File: src/rtl/uart_pkg.sv
// Shared types and constants for the UART transmit arbiter.
//   arb_state_e : arbiter FSM states
//   GuardCycles : cycles to wait for the transmitter to go busy after a write
//   CntWidth    : width of the issued-byte counter
package uart_pkg;

  typedef enum logic [1:0] {
    StIdle,
    StIssue,
    StWaitStart,
    StWaitDone
  } arb_state_e;

  localparam int unsigned GuardCycles = 16;
  localparam int unsigned GuardWidth  = $clog2(GuardCycles);
  localparam int unsigned CntWidth    = 16;

endpackage

File: src/rtl/uart_rr_pick.sv
// Combinational one-hot winner select for the UART transmit arbiter.
// Default build: round-robin, search starts one above last_i and wraps.
// With UART_TX_ARB_FIXED_PRIO_EN defined: fixed priority, lowest index wins,
// and the last_i port does not exist.
// Ports:
//   req_i  : request vector
//   last_i : index of the previous winner (round-robin build only)
//   gnt_o  : one-hot winner, zero when req_i is zero
//   idx_o  : binary index of the winner
module uart_rr_pick #(
  parameter int unsigned NB_REQ = 4
) (
  input  logic [NB_REQ-1:0]         req_i,
`ifndef UART_TX_ARB_FIXED_PRIO_EN
  input  logic [$clog2(NB_REQ)-1:0] last_i,
`endif
  output logic [NB_REQ-1:0]         gnt_o,
  output logic [$clog2(NB_REQ)-1:0] idx_o
);

  localparam int unsigned IdxWidth = $clog2(NB_REQ);

  logic        found;
  int unsigned cand;

`ifdef UART_TX_ARB_FIXED_PRIO_EN
  always_comb begin
    gnt_o = '0;
    idx_o = '0;
    found = 1'b0;
    cand  = 0;
    for (int unsigned i = 0; i < NB_REQ; i++) begin
      cand = i;
      if (!found && req_i[IdxWidth'(cand)]) begin
        found                  = 1'b1;
        gnt_o[IdxWidth'(cand)] = 1'b1;
        idx_o                  = IdxWidth'(cand);
      end
    end
  end
`else
  always_comb begin
    gnt_o = '0;
    idx_o = '0;
    found = 1'b0;
    cand  = 0;
    // Offsets 1..NB_REQ visit every index once, ending on last_i itself.
    for (int unsigned i = 1; i <= NB_REQ; i++) begin
      cand = (32'(last_i) + i) % NB_REQ;
      if (!found && req_i[IdxWidth'(cand)]) begin
        found                  = 1'b1;
        gnt_o[IdxWidth'(cand)] = 1'b1;
        idx_o                  = IdxWidth'(cand);
      end
    end
  end
`endif

endmodule

File: src/rtl/uart_tx_arb.sv
// Arbitrates NB_REQ byte requesters onto a single UART transmitter write port.
// One byte per grant: latch winner's byte, strobe it once, wait for the
// transmitter to go busy (i_mty low) and then idle again before re-arbitrating.
// If the transmitter never goes busy, a 16-cycle guard returns to idle.
// Build option: define UART_TX_ARB_FIXED_PRIO_EN for fixed-priority arbitration
// (lowest index wins); otherwise round-robin.
// Ports:
//   i_clk, i_rst : clock, synchronous active-high reset
//   i_req        : per-requester request
//   i_data       : requester k byte at [k*WIDTH_DATA +: WIDTH_DATA]
//   i_mty        : transmitter idle/empty, high = can accept a byte
//   o_ack        : one-cycle one-hot pulse, byte of requester k taken
//   o_grant      : one-hot transmitter owner, zero when idle
//   o_we, o_data : transmitter write strobe and byte
//   o_cnt        : bytes issued since reset, wraps
module uart_tx_arb
  import uart_pkg::*;
#(
  parameter int unsigned WIDTH_DATA = 8,
  parameter int unsigned NB_REQ     = 4
) (
  input  logic                         i_clk,
  input  logic                         i_rst,
  input  logic [NB_REQ-1:0]            i_req,
  input  logic [NB_REQ*WIDTH_DATA-1:0] i_data,
  input  logic                         i_mty,
  output logic [NB_REQ-1:0]            o_ack,
  output logic [NB_REQ-1:0]            o_grant,
  output logic                         o_we,
  output logic [WIDTH_DATA-1:0]        o_data,
  output logic [CntWidth-1:0]          o_cnt
);

  localparam int unsigned IdxWidth = $clog2(NB_REQ);

  arb_state_e             state_q;
  logic [GuardWidth-1:0]  guard_q;
  logic [NB_REQ-1:0]      pick_gnt;
  logic [IdxWidth-1:0]    pick_idx;
  logic [WIDTH_DATA-1:0]  pick_data;

`ifndef UART_TX_ARB_FIXED_PRIO_EN
  logic [IdxWidth-1:0]    last_q;
`endif

  uart_rr_pick #(
    .NB_REQ (NB_REQ)
  ) u_pick (
    .req_i  (i_req),
`ifndef UART_TX_ARB_FIXED_PRIO_EN
    .last_i (last_q),
`endif
    .gnt_o  (pick_gnt),
    .idx_o  (pick_idx)
  );

  always_comb begin
    pick_data = i_data[pick_idx*WIDTH_DATA +: WIDTH_DATA];
  end

  // o_we/o_ack are set on the IDLE->ISSUE transition so that they are high
  // exactly during the ISSUE cycle; o_cnt is bumped on the same edge.
  always_ff @(posedge i_clk) begin
    if (i_rst) begin
      state_q <= StIdle;
      guard_q <= '0;
      o_grant <= '0;
      o_ack   <= '0;
      o_we    <= 1'b0;
      o_data  <= '0;
      o_cnt   <= '0;
`ifndef UART_TX_ARB_FIXED_PRIO_EN
      last_q  <= IdxWidth'(NB_REQ - 1);
`endif
    end else begin
      o_we  <= 1'b0;
      o_ack <= '0;
      case (state_q)
        StIdle: begin
          if (|i_req && i_mty) begin
            o_grant <= pick_gnt;
            o_ack   <= pick_gnt;
            o_we    <= 1'b1;
            o_data  <= pick_data;
            o_cnt   <= o_cnt + 1'b1;
`ifndef UART_TX_ARB_FIXED_PRIO_EN
            last_q  <= pick_idx;
`endif
            state_q <= StIssue;
          end
        end
        StIssue: begin
          guard_q <= '0;
          state_q <= StWaitStart;
        end
        StWaitStart: begin
          if (!i_mty) begin
            state_q <= StWaitDone;
          end else if (guard_q == GuardWidth'(GuardCycles - 1)) begin
            // Transmitter never took the byte; give up without rewriting.
            o_grant <= '0;
            state_q <= StIdle;
          end else begin
            guard_q <= guard_q + 1'b1;
          end
        end
        StWaitDone: begin
          if (i_mty) begin
            o_grant <= '0;
            state_q <= StIdle;
          end
        end
        default: state_q <= StIdle;
      endcase
    end
  end

endmodule

File: config.mk
export PLATFORM = sky130hd
export DESIGN_NAME = uart_tx_arb
export DESIGN_NICKNAME = d
export VERILOG_FILES = /design/src/rtl/uart_pkg.sv /design/src/rtl/uart_rr_pick.sv /design/src/rtl/uart_tx_arb.sv
export SDC_FILE = /design/constraint.sdc
export NUM_CORES = 1
export LEC_CHECK = 0
export CORE_MARGIN = 3
export CORE_UTILIZATION = 51
export DETAILED_ROUTE_END_ITERATION = 16
export PLACE_DENSITY_LB_ADDON = 0.25
export SYNTH_ARGS = -nofsm -noshare
export SYNTH_HDL_FRONTEND = slang
export SYNTH_SLANG_ARGS = --single-unit
File: constraint.sdc
create_clock -name i_clk -period 7.8 [get_ports i_clk]
set_input_delay 1.95 -clock i_clk [delete_from_list [all_inputs] [get_ports i_clk]]
set_output_delay 1.95 -clock i_clk [all_outputs]
set_load 0.02 [all_outputs]
==> results.yml <==
setup_path:
  crit_path_start: "i_req[3]"
  cp.required_ns: 7.98
  cp-start-kind: "primary input"
  cp-end-kind: "register"
  reg2reg_slack_ns: 3.96
  cp_top_family: "compound AO/OA/AOI/OAI gates"
  reg2reg_to: "o_data[5]"
  r2r_start: "last_q[0]"
  ff2ff_path_depth: 8
  worst_path_largest_cell_delay_ns: 0.77
  crit_type: "primary input to register"
  cp_cell_sequence: "clkdlybuf4s50_1 -> mux4_2 -> a2111oi_4 -> a21oi_2 -> mux2_2 -> a32oi_1 -> o21ai_1"
  crit_fanout: 16
  cp_slowest_cell: "a21oi_2"
  cp.arrival_ns: 4.70
  crit_buf_inv: 1
timing:
  final-hold-violation-count: 0
  finClkSkew_ns: 0.006111
  fin_crit_ns: 4.522
  fin_tns_setup_ns: 0
  period_share_pct: 57.98
  relSlewSlack_pct: 29.61
  setup_viol: 0
  rsz0062_at_grt: "no"
  whs_ns: 0.4611
  tightest_slew_ns: 1.056
  drv_slew: 0
  max_freq_mhz: 221.1
  worst_slack_ns: 3.278
die:
  die_area_sq_um: 5527
  core_area_sq_um: 4444
  die-height_microns: 74.35
  pin_count: 72
  start_util_pct: 53.60
  num_rows: 24
  die_w_microns: 74.35
layout:
  fillCellCount: 348
  num_antenna_cells: 0
  final_util_pct: 71.90
  layout_common_cells: "71 x clkdlybuf4s50_1, 41 x dfxtp_1, 21 x nor2_1"
  final_cell_area_sq_um: 3196
  multiInputGateArea_sq_um: 1473
  seq_area_sq_um: 820.8
  drive_gt1_share_pct: 7.764
  area_growth_pct: 34.14
  nNetsFinal: 370
  layout_commonest_cell: "clkdlybuf4s50_1"
route:
  vias: 2151
  wl_per_cell_microns: 15.13
  drcViolationCount: 0
  drt-vias-per-instance: 5.751
  drt_iter0_markers: 169
  dr.pass1.iters: 4
  postRouteAntennaNets: 0
  routed_wl_mm: 5.657
power_and_ir_drop:
  vdd_drop_max_mv: 0.1318
  p_per_area_nw_per_um2: 212.6
  p_leak_uw: 0.001215
placed_design:
  pre_cts_slack_ns: 2.997
  place_area_sq_um: 3084
  routabilityCongestion: 0.8466
  place.port_buffers: 71
  post-dp-hpwl_mm: 4.029
yosys:
  synth_compound_area_share_pct: 19.07
  ys_async_sr_fraction_pct: 0
  synth_top_family_by_area: "simple AND/OR/NAND/NOR gates"
  synth-adder-area-share_pct: 5.252
  synth.cell_area_sq_um: 2382
  ys_ff_latch: 41
  ys_seq_area_share_pct: 34.45
  synth_simple_gate_area_share_pct: 19.85
  synth-xor-area-share_pct: 5.147
  synthCells: 257
  syn_nets: 306
  synth-edff-count: 0
  ys_warn_count: 0
  ys.flop_type: "dfxtp_1"
  syn_avg_cell_area_sq_um: 9.270
  synth.distinct_cells: 49
  synth_mux_area_share_pct: 12.50
clock_tree:
  cts.path.max_buffers: 2
  cts_tree: "yes"
  clk_pin_slew_ns: 0.08
  insertion_delay_ns: 0.29
  cts_resized: 0
  h-tree-depth: 2
  root_buffer: "clkbuf_8"
  cts_inserted_buffers: 5
  clock-sinks: 41
  postCtsSetupBuffers: 0
  ctsHoldBuffers: 0
status:
  outcome: "finished, final reports clean"
global_routing:
  antenna_found_initial: 0
  grt_usage_pct: 21.15
  gr-total-overflow: 0
  grt_util_met1_pct: 29.32
  grt_max_degree: 27
  grt_pass1_vias: 1988
  grt_use_met2_pct: 32.28
  busiest_layer: "met2"
  grt_pass1_wl_mm: 9.280
  grtUsageMet3_pct: 7.297
hold_path:
  whs_endpoint: "o_grant[2]"
  whs_path_depth: 1
  hp-class: "register to register"
  hp-start: "o_grant[2]"
flow_run:
  drv_cap: 0
## per-layer routing
metal	part of all wire [%]	wire, microns
met2	47	2637
met4	0.48	27
met5	0	0
met1	46	2584
met3	7.2	407
## report_power, final
group / internal [uW] / switching (uW)
Clock: 96.1 / 73.6
Combinational: 130 / 129
Sequential: 229 / 22.6
## how the worst max path moves through the flow
stage           endpoint  depth (start not counted)  slack, ns
3_3_place_gp   o_data[0]                          7       3.07
2_1_floorplan  o_data[0]                          7       4.13
3_5_place_dp   o_data[6]                          7       3.00
5_1_grt        o_data[5]                          7       3.12
4_1_cts        o_data[5]                          7       3.31
6_report       o_data[5]                          7       3.28
## state kept, by name, indices dropped and copies added (netlist names)
register and flops:
o_grant 4, o_data 8, o_cnt 16, last_q 2
o_we 1, o_ack 4, state_q 2, guard_q 4
## Yosys cell counts (all sizes together), types with 4 or more instances
library cell	count	area, sq um
xor2	11	96.34
a21oi	17	88.84
a21o	4	30.03
or2	5	31.28
a32oi	9	78.83
or3	4	25.02
ha	10	125.1
mux2i	11	110.1
inv	4	15.01
clkbuf	7	26.28
a22oi	8	60.06
o21ai	16	80.07
dfxtp	41	820.8
nand4	7	43.79
nor2b	4	25.02
nand2b	8	57.55
buf	7	47.54
mux2	10	120.1
nand2	15	56.30
nand3	6	30.03
nor2	21	78.83
## cells by family after synthesis
group                      Yosys count
xor gates and xnor gates            14
muxes                               24
buffers and inverters               18
adders and majority gates           10
DFF                                 41
and+or+nand+nor                     87
AOI/OAI and AO/OA                   63
## through the flow
step	std cells	power [uW]
5_1_grt	374	715.4
3_3_place_gp	366	507.3
3_5_place_dp	366	511.2
6_report	374	679.2
2_1_floorplan	257	436.4
4_1_cts	374	681.2
## layout make-up
class                   instances  area share, %
repair buffers                 71          22.24
clock inverters                 2          1.214
well taps                      52          2.036
multi-input cells             198          46.08
flip-flops and latches         41          25.69
inverters                       4         0.4699
clock buffers                   6          2.271
Power figures use the tool's default switching activity.
